<file path="src/rtl/uart_tx.sv">
// UART transmitter: 32-entry circular byte queue feeding an 8N1 serialiser,
// LSB first, with a runtime bit-period divider latched at frame start.
// Optional build macro UART_TX_PARITY_EN inserts an even-parity bit (8E1).
module uart_tx (
  input  logic        clk_i,
  input  logic        rst_i,
  input  logic [15:0] baud_div_i,
  input  logic        we_i,
  input  logic [7:0]  data_i,
  input  logic        stall_i,
  output logic        full_o,
  output logic        empty_o,
  output logic        busy_o,
  output logic        tx_o
);

  typedef enum logic [2:0] {
    S_IDLE,
    S_START,
    S_DATA,
    S_PARITY,
    S_STOP
  } state_t;

  state_t      state, state_n;
  logic [7:0]  mem [32];
  logic [4:0]  rd_ptr, wr_ptr;
  logic [15:0] div_r, div_n;
  logic [15:0] cnt, cnt_n;
  logic [2:0]  bit_idx, bit_n;
  logic [7:0]  shreg, shreg_n;
  logic        pop, push, tx_n;

  // Flags come straight from the pointers; one slot stays unused to tell full from empty.
  assign empty_o = (rd_ptr == wr_ptr);
  assign full_o  = ((wr_ptr + 5'd1) == rd_ptr);
  assign busy_o  = (state != S_IDLE);
  assign push    = we_i && !full_o;

  // Queue storage, deliberately not reset.
  always_ff @(posedge clk_i) begin
    if (push) mem[wr_ptr] <= data_i;
  end

  // Next-state logic: frame start from IDLE, per-bit timing, and the line level.
  always_comb begin
    state_n = state;
    cnt_n   = cnt;
    bit_n   = bit_idx;
    div_n   = div_r;
    shreg_n = shreg;
    pop     = 1'b0;
    tx_n    = 1'b1;
    if (state == S_IDLE) begin
      if (!empty_o && !stall_i) begin
        pop     = 1'b1;
        shreg_n = mem[rd_ptr];
        div_n   = baud_div_i;
        cnt_n   = '0;
        bit_n   = '0;
        state_n = S_START;
      end
    end else if (cnt == div_r) begin
      cnt_n = '0;
      case (state)
        S_START: begin
          state_n = S_DATA;
          bit_n   = '0;
        end
        S_DATA: begin
          if (bit_idx == 3'd7) begin
`ifdef UART_TX_PARITY_EN
            state_n = S_PARITY;
`else
            state_n = S_STOP;
`endif
          end else begin
            bit_n = bit_idx + 3'd1;
          end
        end
        S_PARITY: state_n = S_STOP;
        default:  state_n = S_IDLE;
      endcase
    end else begin
      cnt_n = cnt + 16'd1;
    end
    // Line level is registered from the state being entered.
    case (state_n)
      S_START:  tx_n = 1'b0;
      S_DATA:   tx_n = shreg_n[bit_n];
      S_PARITY: tx_n = ^shreg_n;
      default:  tx_n = 1'b1;
    endcase
  end

  // State, pointers and line register; reset aborts any frame and empties the queue.
  always_ff @(posedge clk_i) begin
    if (rst_i) begin
      state   <= S_IDLE;
      rd_ptr  <= '0;
      wr_ptr  <= '0;
      cnt     <= '0;
      div_r   <= '0;
      bit_idx <= '0;
      shreg   <= '0;
      tx_o    <= 1'b1;
    end else begin
      state   <= state_n;
      rd_ptr  <= rd_ptr + {4'd0, pop};
      wr_ptr  <= wr_ptr + {4'd0, push};
      cnt     <= cnt_n;
      div_r   <= div_n;
      bit_idx <= bit_n;
      shreg   <= shreg_n;
      tx_o    <= tx_n;
    end
  end

endmodule
</file>
<file path="config.mk">
export PLATFORM = sky130hd
export DESIGN_NAME = uart_tx
export DESIGN_NICKNAME = d
export VERILOG_FILES = /design/src/rtl/uart_tx.sv
export SDC_FILE = /design/constraint.sdc
export NUM_CORES = 1
export LEC_CHECK = 0
export ABC_AREA = 1
export BUFFER_PORTS_ARGS = -buffer_cell sky130_fd_sc_hd__clkbuf_2
export CORE_MARGIN = 2
export CORE_UTILIZATION = 35
export CTS_CLUSTER_DIAMETER = 200
export DETAILED_ROUTE_END_ITERATION = 8
export GPL_ROUTABILITY_DRIVEN = 0
export MAX_ROUTING_LAYER = met4
export PLACE_DENSITY = 0.48
export RECOVER_POWER = 50
export SLEW_MARGIN = 20
export SYNTH_ARGS = -nofsm -noshare
export SYNTH_HDL_FRONTEND = slang
export SYNTH_SLANG_ARGS = --single-unit
</file>
<file path="constraint.sdc">
create_clock -name clk_i -period 2.25 [get_ports clk_i]
set_input_delay 0.1125 -clock clk_i [delete_from_list [all_inputs] [get_ports clk_i]]
set_output_delay 0.1125 -clock clk_i [all_outputs]
set_load 0.01 [all_outputs]
</file>
==> results.sh, run 1 <==
export IMPL_cp_arrival_ns=2.21
export IMPL_slew_headroom=-0.358
export IMPL_reg2reg_to="tx_o"
export IMPL_h_tree_depth=2
export IMPL_finalCritPeriodShare=1.03
export IMPL_dieArea_sq_mm=0.0410
export IMPL_rows=72
export IMPL_nets=1579
export IMPL_p_total_mw=20.2
export IMPL_layout_setup_ws_ns=-0.0749
export IMPL_ys_ff_latch=313
export IMPL_seq_area_frac_synth=0.640
export IMPL_drt_pass1_iterations=5
export IMPL_synthToLayoutAreaGrowth_pct=24.6
export IMPL_clock_sinks=313
export IMPL_cts_made_buffers=37
export IMPL_grt_pass1_vias=9659
export IMPL_synth_edf_count=256
export IMPL_vias=10200
export IMPL_grt_ovfl_total=0
export IMPL_violations="max-capacitance violations, max-slew violations, negative setup slack"
export IMPL_cts_tree="yes"
export IMPL_die_height_microns=202
export IMPL_worst_pin_slew_ns=2.04
export IMPL_clockBufferDepth=3
export IMPL_setup_viol=1
export IMPL_skew_ns=0.0163
export IMPL_synth_nets=1468
export IMPL_crit_path_end="full_o"
export IMPL_die_w_microns=202
export IMPL_initial_core_util=0.356
export IMPL_critPathLaunch="wr_ptr[0]"
export IMPL_ys_types=37
export IMPL_crit_path_start_kind="flip-flop"
export IMPL_portBuffers=31
export IMPL_worstSetupEndpointType="primary output"
export IMPL_fin_crit_ns=2.32
export IMPL_peakVddDrop_mv=0.479
export IMPL_tns_ns=-0.0749
export IMPL_wl_per_cell_microns=18.3
export IMPL_drv_cap=8
export IMPL_drive_above_1_share=0.189
export IMPL_regToRegSetupSlack_ns=0
export IMPL_cp_max_fo=4
export IMPL_path_clk_slew_ns=0.06
export IMPL_critical_path_class="flip-flop to primary output"
export IMPL_r2r_start="rd_ptr[0]"
export IMPL_fmaxAchievable_mhz=430
export IMPL_layout_commonest_cell="nand2_1"
export IMPL_leakagePower_nw=6.39
export IMPL_syn_area_sq_mm=0.0138
export IMPL_track_usage=0.187
export IMPL_grt_setup_unrepaired="true"
export IMPL_wl_mm=38.1
export IMPL_fillers=3764
export IMPL_pin_count=32
export IMPL_power_density_mw_per_mm2=1170
export IMPL_syn_area_per_cell_sq_um=9.64
export IMPL_hold_violations=0
export IMPL_status="complete, but fails checks"
export IMPL_ys_warn_count=0
export IMPL_r2r_cells=17
export IMPL_min_delay_path_depth=3
export IMPL_async_flop_share=0
export IMPL_antenna_cells=0
export IMPL_grt_pass1_wl_mm=56.3
export IMPL_critPathRequiredTime_ns=2.14
export IMPL_final_cell_mix="387 x nand2_1, 256 x edfxtp_1, 175 x nor2_1"
export IMPL_postSynthCellCount=1430
export IMPL_drv_slew=264
export IMPL_ant_nets=0
export IMPL_hold_class="input port to flip-flop"
export IMPL_drc_errors=0
export IMPL_drt_iter0_drc=773
export IMPL_insertion_delay_ns=0.54
export IMPL_dpl_hpwl_mm=22.7
export IMPL_coreArea_sq_mm=0.0387
export IMPL_grt_max_degree=53
export IMPL_yosys_most_used_dff="edfxtp_1"
export IMPL_via_per_inst=4.89
export IMPL_antenna_found_initial=0
export IMPL_clockRootBuffer="clkbuf_16"
Yosys cell counts (2+ instances only):
cell type	count	share of area
nor2_1	211	0.057
xnor2_1	6	0.0038
or2_2	2	0.00091
buf_6	11	0.0090
inv_2	18	0.0049
dfxtp_1	57	0.083
inv_1	80	0.022
clkbuf_1	18	0.0049
a211oi_1	2	0.0011
xnor2_2	2	0.0024
buf_1	2	0.00054
nand2_2	9	0.0041
nor3_1	5	0.0018
nand2_1	403	0.11
edfxtp_1	256	0.56
o21ai_1	11	0.0040
ha_1	10	0.0091
clkinv_1	2	0.00054
buf_4	8	0.0044
a221oi_1	4	0.0025
xor2_1	2	0.0013
nand3_1	143	0.052
buf_2	25	0.0091
o21ai_0	79	0.029
a21oi_1	47	0.017
nor2_2	3	0.0014
nand4_1	4	0.0018
metal layers:
metal | global-route usage | up-vias | routed length [microns]
met5 | - | - | 0
met4 | 0.0553 | 0 | 866
met1 | 0.249 | 4927 | 17700
met3 | 0.0326 | 61 | 1660
li1 | - | 5006 | -
met2 | 0.292 | 199 | 17800
worst max-delay path, cell delays in order, from the launching register on:
cell,delay (ns)
dfxtp_4,0.37
buf_4,0.12
nand3_1,0.09
xnor2_1,0.16
nand3_1,0.11
nor4_2,0.32
buf_4,0.18
buf_4,0.10
buf_4,0.12
buf_4,0.12
through the flow:
| step | setup slack [ns] | cell area, sq um | hold slack, ns | cells | utilization |
|---|---|---|---|---|---|
| after CTS | -0.00304 | 16500 | 0.0692 | 2066 | 0.427 |
| after floorplan | 0.0413 | 13800 | 0.211 | 1430 | - |
| after global placement | -0.399 | 14800 | 0.366 | 1979 | 0.383 |
| after global routing | -0.146 | 17200 | 0.0986 | 2084 | 0.444 |
| after detailed placement | -0.419 | 14800 | 0.368 | 1979 | 0.383 |
| final | -0.0749 | 17200 | 0.0940 | 2084 | 0.444 |
cell type report:
class	count	area (sq um)	share of cell area
repair buffers	136	1450	0.0844
multi-input cells	952	4730	0.275
inverters	101	395	0.0230
clock buffers	47	963	0.0561
flip-flops and latches	313	8840	0.515
clock inverters	17	153	0.00888
well taps	518	648	0.0377
report_power, final:
part,internal [mW],leakage [nW],switching (mW)
registers,6.66,2.77,0.216
clock network,3.36,0.551,2.29
logic,3.02,3.07,4.64
total,13.0,6.39,7.15
worst min path at each step:
| stage | from | to |
|---|---|---|
| 6_report | rst_i | bit_idx[0] |
| 5_1_grt | rst_i | bit_idx[0] |
| 4_1_cts | rst_i | bit_idx[0] |
| 3_5_place_dp | baud_div_i[3] | div_r[3] |
| 3_3_place_gp | baud_div_i[3] | div_r[3] |
| 2_1_floorplan | data_i[0] | mem[0][0] |
cells by family after synthesis:
family                   synth area share
adder cells (fa/ha/maj)           0.00907
flip-flops                          0.640
AO/OA/AOI/OAI                      0.0570
XOR/XNOR                          0.00744
buffers and inverters              0.0555
AND/OR/NAND/NOR                     0.231
state kept, by name, indices dropped and copies added, names as in the netlist:
name and count:
bit_idx 3, cnt 16, div_r 16, mem 256
rd_ptr 5, shreg 8, state 3, tx_o 1
wr_ptr 5
what timing repair did:
action,CTS,global route
pin swaps,8,34
setup endpoints to repair,260,231
buffers inserted,3,11
gates resized for setup,76,97
hold buffers,16,0
hold endpoints to repair,16,0
cloned,4,7
Power figures use the tool's default switching activity.
==> inputs of run 2 (changes only) <==
--- a/config.mk
+++ b/config.mk
@@ -5,7 +5,6 @@
 export SDC_FILE = /design/constraint.sdc
 export NUM_CORES = 1
 export LEC_CHECK = 0
-export ABC_AREA = 1
 export BUFFER_PORTS_ARGS = -buffer_cell sky130_fd_sc_hd__clkbuf_2
 export CORE_MARGIN = 2
 export CORE_UTILIZATION = 35
==> results.sh, run 2 <==
export IMPL_synth_most_common_cell="edfxtp_1"
export IMPL_worstSetupEndpointType="flip-flop"
export IMPL_violations="max-capacitance violations, max-slew violations, negative setup slack"
export IMPL_synth_area_leaders="edfxtp_1 59%, dfxtp_1 8.7%, mux4_2 5.5%"
export IMPL_cp_max_fo=8
export IMPL_cts_made_buffers=36
export IMPL_largest_register="mem"
export IMPL_clock_sinks=313
export IMPL_internal_power_mw=13.2
export IMPL_die_height_microns=197
export IMPL_postSynthCellCount=873
export IMPL_grt_setup_unrepaired="true"
export IMPL_vias=8093
export IMPL_seq_area_sq_mm=0.00884
export IMPL_fin_crit_ns=2.62
export IMPL_final_core_util=0.467
export IMPL_dpl_instance_area_sq_mm=0.0155
export IMPL_tns_ns=-23.76
export IMPL_yosys_most_used_dff="edfxtp_1"
export IMPL_drive_above_1_share=0.365
export IMPL_hold_violations=0
export IMPL_nets=1114
export IMPL_setup_viol=268
export IMPL_hold_class="input port to flip-flop"
export IMPL_dieArea_sq_mm=0.0389
export IMPL_grt_pass1_wl_mm=51.5
export IMPL_worst_pin_slew_ns=1.73
export IMPL_layout_setup_ws_ns=-0.370
export IMPL_coreArea_sq_mm=0.0367
export IMPL_ant_nets=0
export IMPL_pin_count=32
export IMPL_swShare=0.302
export IMPL_min_delay_path_depth=5
export IMPL_netlist_top_cells_count="256 x edfxtp_1, 75 x nor2_1, 68 x nand2_1"
export IMPL_final_cell_mix="256 x edfxtp_1, 118 x buf_4, 64 x nand2_1"
export IMPL_track_usage=0.184
export IMPL_portBuffers=31
export IMPL_synth_nets=911
export IMPL_skew_ns=0.0120
export IMPL_seqPwrFrac=0.360
export IMPL_initial_core_util=0.356
export IMPL_wl_mm=33.9
export IMPL_r2r_start="rd_ptr[0]"
export IMPL_antenna_found_initial=0
export IMPL_seq_area_frac_synth=0.676
export IMPL_drv_slew=132
export IMPL_layout_commonest_cell="edfxtp_1"
export IMPL_via_per_inst=5.16
export IMPL_async_flop_share=0
export IMPL_final_cells=1568
export IMPL_synth_edf_count=256
export IMPL_power_density_mw_per_mm2=1100
export IMPL_p_comb_frac=0.350
export IMPL_synth_top_area_cell="edfxtp_1"
export IMPL_status="complete, but fails checks"
export IMPL_ys_warn_count=0
export IMPL_clockRootBuffer="clkbuf_16"
export IMPL_antenna_cells=0
export IMPL_grt_max_degree=57
export IMPL_drt_pass1_iterations=5
export IMPL_rows=70
export IMPL_slew_headroom=-0.156
export IMPL_dpl_hpwl_mm=22.2
export IMPL_fillers=3218
export IMPL_p_sw_mw=5.71
export IMPL_p_clk_frac=0.290
export IMPL_critPathRequiredTime_ns=2.64
export IMPL_multiInputGateArea_sq_mm=0.00447
export IMPL_reg2reg_to="tx_o"
export IMPL_drv_cap=5
export IMPL_p_total_mw=18.9
export IMPL_pre_cts_slack_ns=-0.450
export IMPL_die_w_microns=197
export IMPL_regToRegSetupSlack_ns=-0.37
export IMPL_cts_tree="yes"
export IMPL_grt_ovfl_total=0
export IMPL_reg_top3="mem x256, cnt x16, div_r x16"
export IMPL_drt_iter0_drc=473
export IMPL_hold_path_startpoint="rst_i"
export IMPL_fmaxAchievable_mhz=382
export IMPL_clockBufferDepth=3
export IMPL_critical_path_cell_chain="buf_12 > buf_12 > mux4_2 > mux2i_2 > o2111ai_1 > and3_1 > a21oi_2 > xnor2_2 > xnor2_2 > xnor2_1 > o211ai_2"
export IMPL_syn_area_sq_mm=0.0131
export IMPL_crit_slowest_cell="mux4_2"
export IMPL_path_clk_slew_ns=0.06
export IMPL_ys_ff_latch=313
export IMPL_r2r_cells=11
export IMPL_peakVddDrop_mv=0.516
export IMPL_h_tree_depth=2
export IMPL_ys_types=65
export IMPL_finalCritPeriodShare=1.16
export IMPL_insertion_delay_ns=0.52
export IMPL_worst_path_buf_inv=2
export IMPL_hold_slack_ns=0.107
export IMPL_crit_family="multiplexers"
export IMPL_placed_cells=1476
export IMPL_cp_arrival_ns=3.01
export IMPL_leakagePower_nw=5.76
export IMPL_max_stage_delay_ns=0.53
export IMPL_hold_end="tx_o"
export IMPL_syn_area_per_cell_sq_um=15.0
export IMPL_grt_pass1_vias=8400
export IMPL_critical_path_class="flip-flop to flip-flop"
export IMPL_crit_path_start_kind="flip-flop"
export IMPL_wl_per_cell_microns=21.6
export IMPL_yosysTopAreaCellShare=0.589
export IMPL_largest_reg_flops=256
export IMPL_synthToLayoutAreaGrowth_pct=31.2
export IMPL_postLayoutCellArea_sq_mm=0.0171
export IMPL_drc_errors=0
-- run 2: cells by family (layout without fill, tap and decap cells) --
| group | after synthesis | in the layout | share of synthesized area |
|---|---|---|---|
| flip-flops | 313 | 313 | 0.676 |
| adder cells (fa/ha/maj) | 10 | 10 | 0.00958 |
| XOR/XNOR | 35 | 35 | 0.0241 |
| buffers and inverters | 57 | 284 | 0.0241 |
| AND/OR/NAND/NOR | 208 | 208 | 0.0722 |
| AO/OA/AOI/OAI | 144 | 144 | 0.0782 |
| multiplexers | 106 | 106 | 0.116 |
-- run 2: layer usage --
layer,global-route usage,vias to the layer above,share of wire
li1,-,3781,-
met1,0.252,4105,0.47
met2,0.284,155,0.46
met3,0.0304,52,0.047
met4,0.0504,0,0.020
met5,-,-,0
-- run 2: worst max path at each step --
stage                     startpoint   end  slack, ns  depth (start not counted)
after CTS                  rd_ptr[0]  tx_o      -0.38                         11
after global routing       rd_ptr[0]  tx_o      -0.47                         12
after floorplan            rd_ptr[0]  tx_o      -0.11                         11
after detailed placement   rd_ptr[0]  tx_o      -0.45                         11
final                      rd_ptr[0]  tx_o      -0.37                         11
after global placement     rd_ptr[0]  tx_o      -0.48                         11
-- run 2: power by group through the flow --
stage	logic (mW)	registers (mW)	clock network, mW
after global placement	6.02	6.91	0
after floorplan	3.75	6.84	0
after global routing	7.11	6.82	5.83
final	6.62	6.80	5.47
after CTS	6.61	6.79	5.60
after detailed placement	6.04	6.91	0
-- run 2: worst register-to-register path: stages (launching register included) --
cell       delay, ns
dfxtp_4         0.42
buf_12          0.16
buf_12          0.13
mux4_2          0.53
mux2i_2         0.23
o2111ai_1       0.13
and3_1          0.21
a21oi_2         0.16
xnor2_2         0.15
xnor2_2         0.13
xnor2_1         0.15
o211ai_2        0.09
-- run 2: final cells by class --
| type | count | share of cell area |
|---|---|---|
| tap | 468 | 0.0342 |
| inverter | 9 | 0.00197 |
| sequential | 313 | 0.516 |
| multi-input combinational | 503 | 0.261 |
| clock buffer | 45 | 0.0558 |
| timing repair buffer | 213 | 0.123 |
| clock inverter | 17 | 0.00774 |
-- run 2: timing repair --
| item | in CTS | in global routing |
|---|---|---|
| hold buffers | 16 | 0 |
| pin swaps | 48 | 4 |
| resized for setup | 45 | 12 |
| endpoints found under the hold margin | 16 | 0 |
| cloned | 1 | 0 |
| buffers inserted | 14 | 2 |
| setup endpoints to repair | 275 | 289 |
==> inputs of run 3 (changes only) <==
--- a/config.mk
+++ b/config.mk
@@ -7,12 +7,13 @@
 export LEC_CHECK = 0
 export BUFFER_PORTS_ARGS = -buffer_cell sky130_fd_sc_hd__clkbuf_2
 export CORE_MARGIN = 2
-export CORE_UTILIZATION = 35
+export CORE_UTILIZATION = 50
 export CTS_CLUSTER_DIAMETER = 200
 export DETAILED_ROUTE_END_ITERATION = 8
 export GPL_ROUTABILITY_DRIVEN = 0
+export GPL_TIMING_DRIVEN = 0
 export MAX_ROUTING_LAYER = met4
-export PLACE_DENSITY = 0.48
+export PLACE_DENSITY = 0.66
 export RECOVER_POWER = 50
 export SLEW_MARGIN = 20
 export SYNTH_ARGS = -nofsm -noshare
==> results.sh, run 3 (synthesized netlist as in run 2, its figures left out) <==
export IMPL_status="complete, but fails checks"
export IMPL_violations="max-capacitance violations, max-slew violations, negative setup slack"
export IMPL_clockRootBuffer="clkbuf_16"
export IMPL_hold_path_startpoint="stall_i"
export IMPL_drt_pass1_iterations=7
export IMPL_critical_path_class="flip-flop to flip-flop"
export IMPL_cp_max_fo=7
export IMPL_skew_ns=0.0179
export IMPL_clock_sinks=313
export IMPL_grt_pass1_wl_mm=47.2
export IMPL_fillers=1827
export IMPL_ant_nets=0
export IMPL_portBuffers=31
export IMPL_insertion_delay_ns=0.51
export IMPL_cp_arrival_ns=3.11
export IMPL_setup_viol=175
export IMPL_dieArea_sq_mm=0.0274
export IMPL_layout_setup_ws_ns=-0.469
export IMPL_layout_commonest_cell="edfxtp_1"
export IMPL_synthToLayoutAreaGrowth_pct=27.2
export IMPL_hold_slack_ns=0.233
export IMPL_power_density_mw_per_mm2=1130
export IMPL_final_core_util=0.643
export IMPL_min_delay_path_depth=4
export IMPL_leakagePower_nw=5.43
export IMPL_antenna_cells=0
export IMPL_rows=59
export IMPL_initial_core_util=0.505
export IMPL_slew_headroom=-0.0341
export IMPL_regToRegSetupSlack_ns=-0.47
export IMPL_hold_end="cnt[3]"
export IMPL_grt_setup_unrepaired="true"
export IMPL_vias=8135
export IMPL_critPathRequiredTime_ns=2.64
export IMPL_drt_iter0_drc=768
export IMPL_finalCritPeriodShare=1.21
export IMPL_via_per_inst=5.92
export IMPL_critPathLaunch="rd_ptr[0]"
export IMPL_nets=1056
export IMPL_cts_tree="yes"
export IMPL_largest_register="mem"
export IMPL_final_cell_mix="256 x edfxtp_1, 63 x nand2_1, 41 x nor2_1, 41 x dfxtp_1"
export IMPL_crit_path_start_kind="flip-flop"
export IMPL_fmaxAchievable_mhz=368
export IMPL_tns_ns=-4.35
export IMPL_r2r_start="rd_ptr[0]"
export IMPL_crit_slowest_cell="mux4_2"
export IMPL_pin_count=32
export IMPL_worst_pin_slew_ns=1.55
export IMPL_hold_class="input port to flip-flop"
export IMPL_fin_crit_ns=2.72
export IMPL_hold_violations=0
export IMPL_grt_ovfl_total=0
export IMPL_wl_mm=32.2
export IMPL_antenna_found_initial=0
export IMPL_reg2reg_to="tx_o"
export IMPL_critical_path_cell_chain="buf_12 > buf_12 > mux4_2 > mux2i_4 > o2111ai_1 > and3_1 > a21oi_2 > xnor2_2 > xnor2_2 > xnor2_1 > o211ai_2"
export IMPL_max_stage_delay_ns=0.55
export IMPL_largest_reg_flops=256
export IMPL_coreArea_sq_mm=0.0258
export IMPL_die_height_microns=166
export IMPL_worstSetupEndpointType="flip-flop"
export IMPL_wl_per_cell_microns=23.4
export IMPL_grt_max_degree=33
export IMPL_peakVddDrop_mv=1.19
export IMPL_p_total_mw=18.7
export IMPL_track_usage=0.242
export IMPL_reg_top3="mem x256, cnt x16, div_r x16"
export IMPL_die_w_microns=166
export IMPL_drive_above_1_share=0.350
export IMPL_r2r_cells=11
export IMPL_cts_made_buffers=34
export IMPL_drv_slew=165
export IMPL_drv_cap=5
export IMPL_drc_errors=0
export IMPL_clockBufferDepth=3
export IMPL_h_tree_depth=2
export IMPL_grt_pass1_vias=7853
export IMPL_path_clk_slew_ns=0.06
export IMPL_dpl_hpwl_mm=20.1
-- run 3: worst max-delay path, delay by kind of cell (launching register included) --
| family | cells | cell delay [ns] |
|---|---|---|
| simple gates | 1 | 0.23 |
| flops | 1 | 0.35 |
| buf+inv | 2 | 0.33 |
| compound gates | 3 | 0.45 |
| mux | 2 | 0.77 |
| xor+xnor | 3 | 0.46 |
-- run 3: worst max-delay path by stage --
stage / end / depth (start not counted)
after floorplan: tx_o / 11
after global placement: tx_o / 10
after detailed placement: tx_o / 10
after CTS: tx_o / 11
after global routing: tx_o / 13
final: tx_o / 11
-- run 3: per-layer routing --
metal | routed length, microns | part of all wire | vias to the layer above | global-route usage
li1 | - | - | 3669 | -
met1 | 14300 | 0.45 | 4146 | 0.334
met2 | 15400 | 0.48 | 260 | 0.378
met3 | 1660 | 0.051 | 60 | 0.0335
met4 | 838 | 0.026 | 0 | 0.0725
met5 | 0 | 0 | - | -
-- run 3: layout make-up --
class	count	area, sq um	share of cell area
flip-flops and latches	313	8870	0.534
multi-input cells	503	4700	0.283
repair buffers	113	1130	0.0679
clock buffers	43	906	0.0545
plain buffers	44	443	0.0267
well taps	335	419	0.0252
clock inverters	14	118	0.00708
inverters	9	36.3	0.00218
-- run 3: report_power, final --
group | total [mW] | switching (mW) | internal (mW) | leakage (nW)
combinational | 6.72 | 3.46 | 3.26 | 2.15
sequential | 6.79 | 0.204 | 6.59 | 2.78
clock | 5.23 | 2.16 | 3.07 | 0.505
-- run 3: per-stage QoR --
| step | worst slack, ns | instances | area, sq um |
|---|---|---|---|
| after floorplan | -0.110 | 873 | 13400 |
| after global placement | -0.942 | 1239 | 14000 |
| after detailed placement | -0.968 | 1239 | 14000 |
| after CTS | -0.438 | 1353 | 16200 |
| after global routing | -0.567 | 1374 | 16600 |
| final | -0.469 | 1374 | 16600 |
-- run 3: what timing repair did --
action,CTS,global route
setup buffers,44,23
setup endpoints to repair,303,300
resized for setup,105,62
pin swaps,56,36
hold endpoints to repair,17,0
hold buffers,17,0
cloned,2,2
